==> config.mk <==
export PLATFORM = sky130hd
export DESIGN_NAME = mux_scan_n
export DESIGN_NICKNAME = d
export VERILOG_FILES = /design/src/rtl/mux_scan_pkg.sv /design/src/rtl/mux_scan_pointer.sv /design/src/rtl/mux_scan_n.sv
export SDC_FILE = /design/constraint.sdc
export NUM_CORES = 1
export LEC_CHECK = 0
export CORE_MARGIN = 10
export CORE_UTILIZATION = 25
export DETAILED_ROUTE_END_ITERATION = 16
export REMOVE_ABC_BUFFERS = 1
export SYNTH_ARGS = -nofsm -noshare
export SYNTH_HDL_FRONTEND = slang
export SYNTH_HIERARCHICAL = 1
export SYNTH_SLANG_ARGS = --single-unit
==> constraint.sdc <==
create_clock -name clk -period 2.6 [get_ports clk]
set_input_delay 0.26 -clock clk [delete_from_list [all_inputs] [get_ports clk]]
set_output_delay 0.26 -clock clk [all_outputs]
set_load 0.02 [all_outputs]
==> src/rtl/mux_scan_pkg.sv <==
// Shared types and width helpers for the N-channel scanning multiplexer.
// Latency: none (declarations only).
// Backpressure: none (declarations only).
package mux_scan_pkg;

  typedef enum logic {MANUAL, SCAN} scan_state_t;

  // Bit width needed to count 0..n-1. Never returns 0, so a
  // single-state counter still has a real 1-bit register behind it.
  function automatic int clog2_min1(input int n);
    int r;
    r = $clog2(n);
    return (r < 1) ? 1 : r;
  endfunction

endpackage

==> src/rtl/mux_scan_pointer.sv <==
// Channel pointer and dwell counter for auto-scan; emits a wrap pulse on N_CH-1 -> 0.
// Latency: 1 cycle from load/step to cur_sel_o; nxt_sel_o is the combinational next value.
// Backpressure: none; en_i freezes all state and forces wrap_o low, hold_i freezes stepping only.
module mux_scan_pointer
  import mux_scan_pkg::*;
#(
  parameter int N_CH  = 4,
  parameter int DWELL = 4,
  localparam int SELW = clog2_min1(N_CH),
  localparam int CW   = clog2_min1(DWELL)
) (
  input  logic            clk_i,
  input  logic            rst_i,
  input  logic            en_i,
  input  logic            load_i,
  input  logic [SELW-1:0] load_val_i,
  input  logic            clr_i,
  input  logic            step_i,
  input  logic            hold_i,
  output logic [SELW-1:0] cur_sel_o,
  output logic [SELW-1:0] nxt_sel_o,
  output logic            wrap_o
);

  // Wrap at N_CH-1 is explicit: for non-power-of-two N_CH natural
  // overflow of the select register would visit illegal channels.
  localparam logic [SELW-1:0] LAST_SEL   = SELW'(N_CH - 1);
  localparam logic [CW-1:0]   DWELL_LAST = CW'(DWELL - 1);

  logic [SELW-1:0] sel_q, sel_d;
  logic [CW-1:0]   cnt_q, cnt_d;
  logic            wrap_q, wrap_d;

  // Next pointer/counter: load beats clear beats step; hold only gates stepping.
  always_comb begin
    sel_d  = sel_q;
    cnt_d  = cnt_q;
    wrap_d = 1'b0;
    if (load_i) begin
      sel_d = load_val_i;
      cnt_d = '0;
    end else if (clr_i) begin
      cnt_d = '0;
    end else if (step_i && !hold_i) begin
      if (cnt_q == DWELL_LAST) begin
        cnt_d = '0;
        if (sel_q == LAST_SEL) begin
          sel_d  = '0;
          wrap_d = 1'b1;
        end else begin
          sel_d = sel_q + 1'b1;
        end
      end else begin
        cnt_d = cnt_q + 1'b1;
      end
    end
  end

  // State update; a disabled cycle freezes pointer and counter but drops wrap.
  always_ff @(posedge clk_i) begin
    if (rst_i) begin
      sel_q  <= '0;
      cnt_q  <= '0;
      wrap_q <= 1'b0;
    end else if (en_i) begin
      sel_q  <= sel_d;
      cnt_q  <= cnt_d;
      wrap_q <= wrap_d;
    end else begin
      wrap_q <= 1'b0;
    end
  end

  assign cur_sel_o = sel_q;
  assign nxt_sel_o = sel_d;
  assign wrap_o    = wrap_q;

endmodule

==> src/rtl/mux_scan_n.sv <==
// N-channel WIDTH-bit mux with registered output; manual select or round-robin auto-scan.
// Latency: 1 cycle, y reflects d and the selection sampled at the previous enabled edge.
// Backpressure: none; en=0 freezes all state, hold pauses the scan pointer but not the data.
module mux_scan_n
  import mux_scan_pkg::*;
#(
  parameter int N_CH  = 4,
  parameter int WIDTH = 1,
  parameter int DWELL = 4,
  localparam int SELW = clog2_min1(N_CH)
) (
  input  logic                  clk,
  input  logic                  rst,
  input  logic [N_CH*WIDTH-1:0] d,
  input  logic [SELW-1:0]       sel,
  input  logic                  mode,
  input  logic                  hold,
  input  logic                  en,
  output logic [WIDTH-1:0]      y,
  output logic [SELW-1:0]       cur_sel,
  output logic                  y_valid,
  output logic                  wrap
);

  // One extra bit so the legality compare also works when N_CH == 2**SELW.
  localparam logic [SELW:0] NCH_W = (SELW + 1)'(N_CH);

  scan_state_t     state_q, state_d;
  logic [WIDTH-1:0] y_q, y_d;
  logic            y_valid_q, y_valid_d;

  logic            sel_legal;
  logic            ptr_load, ptr_clr, ptr_step;
  logic [SELW-1:0] ptr_load_val;
  logic [SELW-1:0] ptr_cur, ptr_nxt;
  logic            ptr_wrap;
  logic [WIDTH-1:0] nxt_data;

  assign sel_legal = ({1'b0, sel} < NCH_W);

  // Mode decode: manual loads a legal sel, scan entry loads sel or 0, scan steps.
  always_comb begin
    state_d      = mode ? SCAN : MANUAL;
    ptr_load     = 1'b0;
    ptr_clr      = 1'b0;
    ptr_step     = 1'b0;
    ptr_load_val = sel;
    if (!mode) begin
      if (sel_legal) ptr_load = 1'b1;
      else           ptr_clr  = 1'b1;
    end else if (state_q == MANUAL) begin
      ptr_load     = 1'b1;
      ptr_load_val = sel_legal ? sel : '0;
    end else begin
      ptr_step = 1'b1;
    end
  end

  // Channel select on the pointer's next value so y and cur_sel stay aligned.
  always_comb begin
    nxt_data = '0;
    for (int k = 0; k < N_CH; k++) begin
      if (ptr_nxt == SELW'(k)) nxt_data = d[k*WIDTH +: WIDTH];
    end
  end

  // Output next-state: an illegal manual select blanks y and drops valid.
  always_comb begin
    y_d       = nxt_data;
    y_valid_d = 1'b1;
    if (!mode && !sel_legal) begin
      y_d       = '0;
      y_valid_d = 1'b0;
    end
  end

  // State and output registers; reset wins over en.
  always_ff @(posedge clk) begin
    if (rst) begin
      state_q   <= MANUAL;
      y_q       <= '0;
      y_valid_q <= 1'b0;
    end else if (en) begin
      state_q   <= state_d;
      y_q       <= y_d;
      y_valid_q <= y_valid_d;
    end
  end

  mux_scan_pointer #(
    .N_CH  (N_CH),
    .DWELL (DWELL)
  ) u_pointer (
    .clk_i      (clk),
    .rst_i      (rst),
    .en_i       (en),
    .load_i     (ptr_load),
    .load_val_i (ptr_load_val),
    .clr_i      (ptr_clr),
    .step_i     (ptr_step),
    .hold_i     (hold),
    .cur_sel_o  (ptr_cur),
    .nxt_sel_o  (ptr_nxt),
    .wrap_o     (ptr_wrap)
  );

  assign y       = y_q;
  assign cur_sel = ptr_cur;
  assign y_valid = y_valid_q;
  assign wrap    = ptr_wrap;

endmodule
Yosys cells after proc, flatten, opt, wreduce, memory -nomap -nowiden --
Index checks and enable logic that the tools add are counted.
Word-level totals: bits in registers 8, word-level logic and storage cells 39, input bits 11, output and inout port bits 5
Operators by class: reduce and logical (&&, ||, !) cells 6, bitwise gates (word level) 3, $add $sub $neg 2, equal/unequal tests 5, multiplexer cells 17
Operators with widths (count):
- two-way mux 2 bit | 7
- two-way mux 1 bit | 10
- equality test 2 bit (second input constant) | 4
- OR reduction 5 bit | 1
- adder 2 x 1 -> 2 bit (second input constant) | 2
- NOT 1 bit | 3
- equality test 2 x 1 -> 1 bit (second input constant) | 1
- zero test 2 bit | 1
- AND reduction 2 bit | 1
- nonzero test 2 bit | 1
- logical AND 1 bit | 1
- zero test 1 bit | 1

Depth between registers and ports, before layout --
Gate-level depths: netlist of run 1.
word-level depth 10, gate-level depth with buffers 7

By module --
Netlist of run 1, hierarchy kept.
Modules (own cells, without submodules):
- mux_scan_pointer | cells an instance 35, area an instance 342.8 um2, instances 1
- mux_scan_n | cells an instance 16, area an instance 148.9 um2, instances 1

Worst setup path after synthesis of run 1 --
Ideal clock, no wire load.
path kind register to register, start point reg state_q, end point reg y_q, in the netlist y, library setup time 0.083 ns, cell stages (with the launch flop) 8, period minus slack after synthesis 1.849 ns, data required time 2.517 ns, path buffers 0, path slack 0.751 ns, data arrival time 1.767 ns, path through dfxtp_1 -> and2_1 -> nor2b_4 -> and3b_4 -> mux2_4 -> o21a_1 -> or3b_1 -> o221ai_1
Between the ends: word-level cells in the longest chain between the ends 10
Ends and longest elaborated chain:
- start, declared | line mux_scan_n.sv:28 | scan_state_t state_q, state_d;
- start signal, assigned | line mux_scan_n.sv:84 | state_q <= state_d;
- two-way mux 1 bit * | line mux_scan_n.sv:51 | end else if (state_q == MANUAL) begin
- two-way mux 1 bit * | line mux_scan_n.sv:48 | if (!mode) begin
- named net ptr_step | line mux_scan_n.sv:33 | logic ptr_load, ptr_clr, ptr_step;
- logical AND 1 bit * | line mux_scan_pointer.sv:44 | end else if (step_i && !hold_i) begin
- two-way mux 2 bit * | line mux_scan_pointer.sv:44
- two-way mux 2 bit * | line mux_scan_pointer.sv:39 | if (load_i) begin
- named net ptr_nxt[1] | line mux_scan_n.sv:35 | logic [SELW-1:0] ptr_cur, ptr_nxt;
- zero test 2 bit | line mux_scan_n.sv:63 | if (ptr_nxt == SELW'(k)) nxt_data = d[k*WIDTH +: WIDTH];
- two-way mux 1 bit (3 in series) | line mux_scan_n.sv:63
- two-way mux 1 bit * | line mux_scan_n.sv:63
- end signal, assigned | line mux_scan_n.sv:85 | y_q <= y_d;
- end, declared | line mux_scan_n.sv:29 | logic [WIDTH-1:0] y_q, y_d;
Mark *: on every way through the listed nets, which the timed path passes. The rest lies on a longest branch. A chain may end at the register's enable or synchronous reset.

Worst setup path after layout of run 1 --
start point in mode, end point reg y_q, in the netlist y
Between the ends: word-level cells in the longest chain between the ends 9
Ends and longest elaborated chain:
- start, declared | line mux_scan_n.sv:16 | input logic mode,
- two-way mux 1 bit * | line mux_scan_n.sv:48
- named net ptr_step | line mux_scan_n.sv:33
- logical AND 1 bit * | line mux_scan_pointer.sv:44
- two-way mux 2 bit * | line mux_scan_pointer.sv:44
- two-way mux 2 bit * | line mux_scan_pointer.sv:39
- named net ptr_nxt[1] | line mux_scan_n.sv:35
- zero test 2 bit | line mux_scan_n.sv:63
- two-way mux 1 bit (3 in series) | line mux_scan_n.sv:63
- two-way mux 1 bit * | line mux_scan_n.sv:63
Marks and branches as above.

==> results of run 1 <==
## sequential cells by signal, summed over array words and instances (netlist names)
register and cells:
y_valid 1, u_pointer/cur_sel_o 2, state_q 1, u_pointer/cnt_q 2, u_pointer/wrap_o 1, y 1
## power by group
part / switching (mW) / internal, mW / total [mW]
registers: 0.00450 / 0.128 / 0.133
logic: 0.0277 / 0.0361 / 0.0638
clock network: 0.0407 / 0.0527 / 0.0934
## through the flow
step / cells / power [mW] / instance area, um2
finish: 96 / 0.290 / 696
detailed placement: 93 / 0.200 / 673
CTS: 96 / 0.299 / 696
global route: 96 / 0.311 / 696
floorplan: 53 / 0.165 / 492
global placement: 93 / 0.199 / 673
## logic make-up (layout without fill, tap and decap cells)
logic type	count (synthesis)	in the layout	synth area share (%)
adders and majority gates	2	2	5.09
buffers and inverters	2	19	3.05
and+or+nand+nor	23	23	30.8
DFF	8	8	32.6
AOI/OAI and AO/OA	9	9	14.5
muxes	6	6	13.2
other	1	4	0.763
## metal layers
| metal | global-route usage [%] | share of wire (%) | vias up |
|---|---|---|---|
| li1 | - | - | 228 |
| met1 | 6.69 | 47 | 188 |
| met2 | 8.13 | 47 | 8 |
| met3 | 1.74 | 4.1 | 2 |
| met4 | 4.81 | 2.3 | 0 |
| met5 | 0 | 0 | - |
## area by class of cell
type                       count  area [um2]  area share, %
inverter                       1        3.75          0.540
sequential                     8         160           23.0
tap                           25        31.3           4.50
multi-input combinational     44         328           47.1
clock buffer                   3        22.5           3.24
timing repair buffer          15         150           21.6
## final timing paths
| kind | start | endpoint | slack (ns) | depth (start not counted) |
|---|---|---|---|---|
| max | mode | y$_SDFFE_PP0P_ | 0.46 | 8 |
| min | y_valid$_SDFFE_PP0P_ | y_valid$_SDFFE_PP0P_ | 0.47 | 2 |
| max reg2reg | state_q$_SDFFE_PP0P_ | y$_SDFFE_PP0P_ | 0.62 | 7 |
| min reg2reg | y_valid$_SDFFE_PP0P_ | y_valid$_SDFFE_PP0P_ | 0.47 | 2 |
## layout by cell type (no fill, tap or decap), types with 2 or more instances in the layout
cell,count
ha_1,2
clkdlybuf4s50_1,15
mux2i_1,5
clkbuf_4,3
o31ai_1,2
nor2_1,8
conb_1,4
a31oi_1,2
nand3b_1,3
dfxtp_1,8
## tightest hold or removal path: stages, from the launching register on
cell	delay (ns)
dfxtp_1	0.31
nor2_1	0.08
nor2_1	0.04
==> run metrics, run 1 <==
yosys warns=6; vias in the first global route=414; RSZ-0062 raised after global routing=false; Crit Path Max Fanout=4; Cell variety after synth=28; Die Height=64.4 um; total congestion overflow=0; diodes inserted=0; share of layout cells above drive strength 1=12.7%; Hold WS=0.470 ns; maximum VDD drop=0.000198 V; delay-heaviest family, CP=simple AND/OR/NAND/NOR gates; Pre-antenna DRT Iters=2; Crit path required time=2.77 ns; min setup slack post-route=0.462 ns; Filler cells=210; HP Class=register to register; mean area per synthesized cell=9.64 um2; final setup TNS=0 ns; min Tclk post-route=2.14 ns; sequential element share of the synthesized area=32.6%; post-synth top area share=32.6%; Finished Core Util=38.6%; crit path capture type=register; initial antenna violation count=0; crit path cell chain=clkdlybuf4s50_1 > and2_1 > nor2b_4 > and3b_4 > mux2_4 > o21a_1 > or3b_1 > o221ai_1; status=completed; CTS resizes=0; critical path's largest stage delay=0.47 ns; num ports=16; synthesis-stage register bit count=8; Buf/Inv on CP=1; clk buf depth=2; most frequent cells after synthesis=dfxtp_1 (8), nor2_1 (8), mux2i_1 (5), nand3b_1 (3); DR WL/cell=12.1 um; Worst Path Arrival=2.30 ns; Synth Flop Type=dfxtp_1; LEAKAGE=0.267 nW; crit path launch type=input pin; Final Cycle Share=82.2%; area grow syn2layout=41.5%; Post-CTS Hold Fix Bufs=0; max-cap violations=0; initial detailed-routing violation count=6; worst clock skew=0.00506 ns; Initial Util=27.3%; Mapped Cells=51; PD cells=417 mW/mm2; Pins Over Slew Limit=0; Layout Nets=86; Final Hold Fails=0; Total Routed Length=1160 um; TritonCTS clock tree=done; GR Util All Layers=5.68%; critical path class=input pin to register; first-pass GRT wire length=1880 um; CTS root buffer=clkbuf_4; DR vias/cell=4.44; PortBufs=15; DRC=0; row count=15; Synth area leader=dfxtp_1; Final Wtd Congestion=0.827; Area contributors post-synth=dfxtp_1 (33%), mux2i_1 (10%), nor2_1 (6.1%); worst skew pair latency=0.25 ns; H-tree depth=1; die area=0.00414 mm2; CORE AREA=0.00180 mm2; pre-CTS WS=0.198 ns; f_max=468 MHz; Post-synth EDFFs=0; Setup Buffers After CTS=0; largest net degree at the start of global routing=13; CTS Buf Count=3; Die Span X=64.4 um; DRT antenna net count=0; Mapped Area=492 um2; Critical-path top delay cell=clkdlybuf4s50_1; ys async rst share=0%; # setup viols final=0; CTS sink cnt=8; clock transition at the registers of the reported paths=0.06 ns; vias=426
Power figures use the tool's default switching activity.
==> run 2: changes to the inputs <==
Clock period 2.6 ns to 1.8 ns, I/O delays scaled along.
==> run metrics, run 2 (same netlist as run 1, synthesis figures left out) <==
post-route insts no fill=107 (+11%); CTS root buffer=clkbuf_4; Register-to-Register Setup Slack=-0.05 ns (-0.67 ns); # setup viols final=1 (+1); worst skew pair latency=0.25 ns (about the same); Setup Buffers After CTS=0 (unchanged); Pins Over Slew Limit=0 (unchanged); RSZ-0062 raised after global routing=true; initial antenna violation count=0 (unchanged); Worst R2R Path Depth=7 (unchanged); leading cell type in the layout, fill and taps excluded=clkdlybuf4s50_1; cell internal pwr=0.327 mW (+50%); Critical-path top delay cell=or3b_1; PD cells=552 mW/mm2 (+32%); vias in the first global route=461 (+11%); max-cap violations=0 (unchanged); P_sw=0.107 mW (+47%); vias=484 (+14%); DRC=0 (unchanged); DRT antenna net count=0 (unchanged); total power=0.434 mW (+50%); PortBufs=15 (unchanged); clock network power share=30.8% (-1.4 points); critical path's largest stage delay=0.36 ns (-0.11 ns); Crit path required time=1.97 ns (-0.80 ns); switching share of power=24.8% (-0.38 points); Final Cycle Share=103%; clock transition at the registers of the reported paths=0.06 ns (about the same); combinational share of power=25.6% (+3.6 points); Total Routed Length=1240 um (+6.9%); Pre-antenna DRT Iters=3 (+1); Hold WS=0.323 ns (-0.147 ns); crit path capture type=register; HP Class=input pin to register; hold depth=3 (+1); Final Wtd Congestion=0.803 (-2.9%); DR WL/cell=11.6 um (-4.1%); Placed Cells=104 (+12%); Worst Path Arrival=2.03 ns (-0.27 ns); die area=0.00414 mm2 (unchanged); Die Height=64.4 um (unchanged); Critical Path Source=state_q$_SDFFE_PP0P_; row count=15 (unchanged); min Tclk post-route=1.85 ns; Die Span X=64.4 um (unchanged); area grow syn2layout=60.1%; Final Hold Fails=0 (unchanged); Crit Path Max Fanout=2 (-2); CORE AREA=0.00180 mm2 (unchanged); crit path launch type=register; num ports=16 (unchanged); Layout Nets=97 (+13%); Initial Util=27.3% (unchanged); status=finished, violations left; f_max=540 MHz; commonest cells after routing, fill and taps aside=clkdlybuf4s50_1 (14), buf_4 (11), nor2_1 (8); hold path start=mode; failing checks=negative setup slack; first-pass GRT wire length=1980 um (+5.5%); CTS Buf Count=3 (unchanged); worst clock skew=0.00525 ns (+0.000190 ns); total congestion overflow=0 (unchanged); largest net degree at the start of global routing=13 (unchanged); worst r2r src=state_q$_SDFFE_PP0P_; share of layout cells above drive strength 1=28.0% (+15 points); LEAKAGE=0.325 nW (+22%); Post-CTS Hold Fix Bufs=0 (unchanged); GR Util All Layers=5.93% (+0.26 points); part of the power in registers=43.5% (-2.3 points); maximum VDD drop=0.000408 V (+110%); critical path class=register to register; diodes inserted=0 (unchanged); clk buf depth=2 (unchanged); hpwl dp=1010 um; H-tree depth=1 (unchanged); min setup slack post-route=-0.0530 ns (-0.515 ns); CTS sink cnt=8 (unchanged); initial detailed-routing violation count=15 (+9); TritonCTS clock tree=done; DR vias/cell=4.52 (+1.9%); Filler cells=188 (-10%); crit path cell chain=and2_4 > nor2b_4 > and3b_4 > mux2_4 > o21a_1 > or3b_1 > o221ai_2
## run 2: critical path, delay by kind of cell, from the launching register on
family | cells | cell delay (ns)
and+or+nand+nor | 4 | 0.82
AOI/OAI and AO/OA | 2 | 0.35
DFF | 1 | 0.32
muxes | 1 | 0.29
## run 2: worst paths after layout
| check | to |
|---|---|
| max | y$_SDFFE_PP0P_ |
| max reg2reg | y$_SDFFE_PP0P_ |
| min reg2reg | y_valid$_SDFFE_PP0P_ |
| min | state_q$_SDFFE_PP0P_ |
## run 2: power groups by stage
stage	clock (mW)	combinational [mW]	sequential, mW
6_report	0.134	0.111	0.189
5_1_grt	0.156	0.121	0.190
4_1_cts	0.143	0.111	0.189
3_5_place_dp	0	0.110	0.193
3_3_place_gp	0	0.110	0.192
2_1_floorplan	0	0.0362	0.203
## run 2: what timing repair did
item / CTS / global route
pin swaps: 3 / 1
resized for setup: 3 / 1
setup endpoints to repair: 1 / 1
## run 2: cell type report
class / count / area, um2 / area share (%)
Sequential cell: 8 / 161 / 20.5
Inverter: 1 / 3.75 / 0.477
Timing Repair Buffer: 26 / 231 / 29.4
Clock buffer: 3 / 22.5 / 2.86
Multi-Input combinational cell: 44 / 337 / 42.8
Tap cell: 25 / 31.3 / 3.97
## run 2: through the flow
stage,TNS [ns],utilization [%],worst slack [ns],area [um2]
floorplan,-0.0491,-,-0.0491,492
global placement,-0.432,41.9,-0.432,756
detailed placement,-0.437,41.9,-0.437,756
CTS,-0.0842,43.3,-0.0842,781
global route,-0.141,43.7,-0.141,787
finish,-0.0530,43.7,-0.0530,787
## run 2: metal layers
metal,vias to the layer above,share of wire [%],wire [um],global-route usage [%]
met5,-,0,0,0
met1,226,45,560,6.83
li1,248,-,-,-
met2,8,48,592,9.11
met3,2,5.1,63,1.92
met4,0,1.7,21,4.01
==> run 3: changes to the inputs <==
Settings changed: SETUP_SLACK_MARGIN set to 0.1.
==> results of run 3 <==
No change in the layout: final DEF, timing and power equal those of run 2.
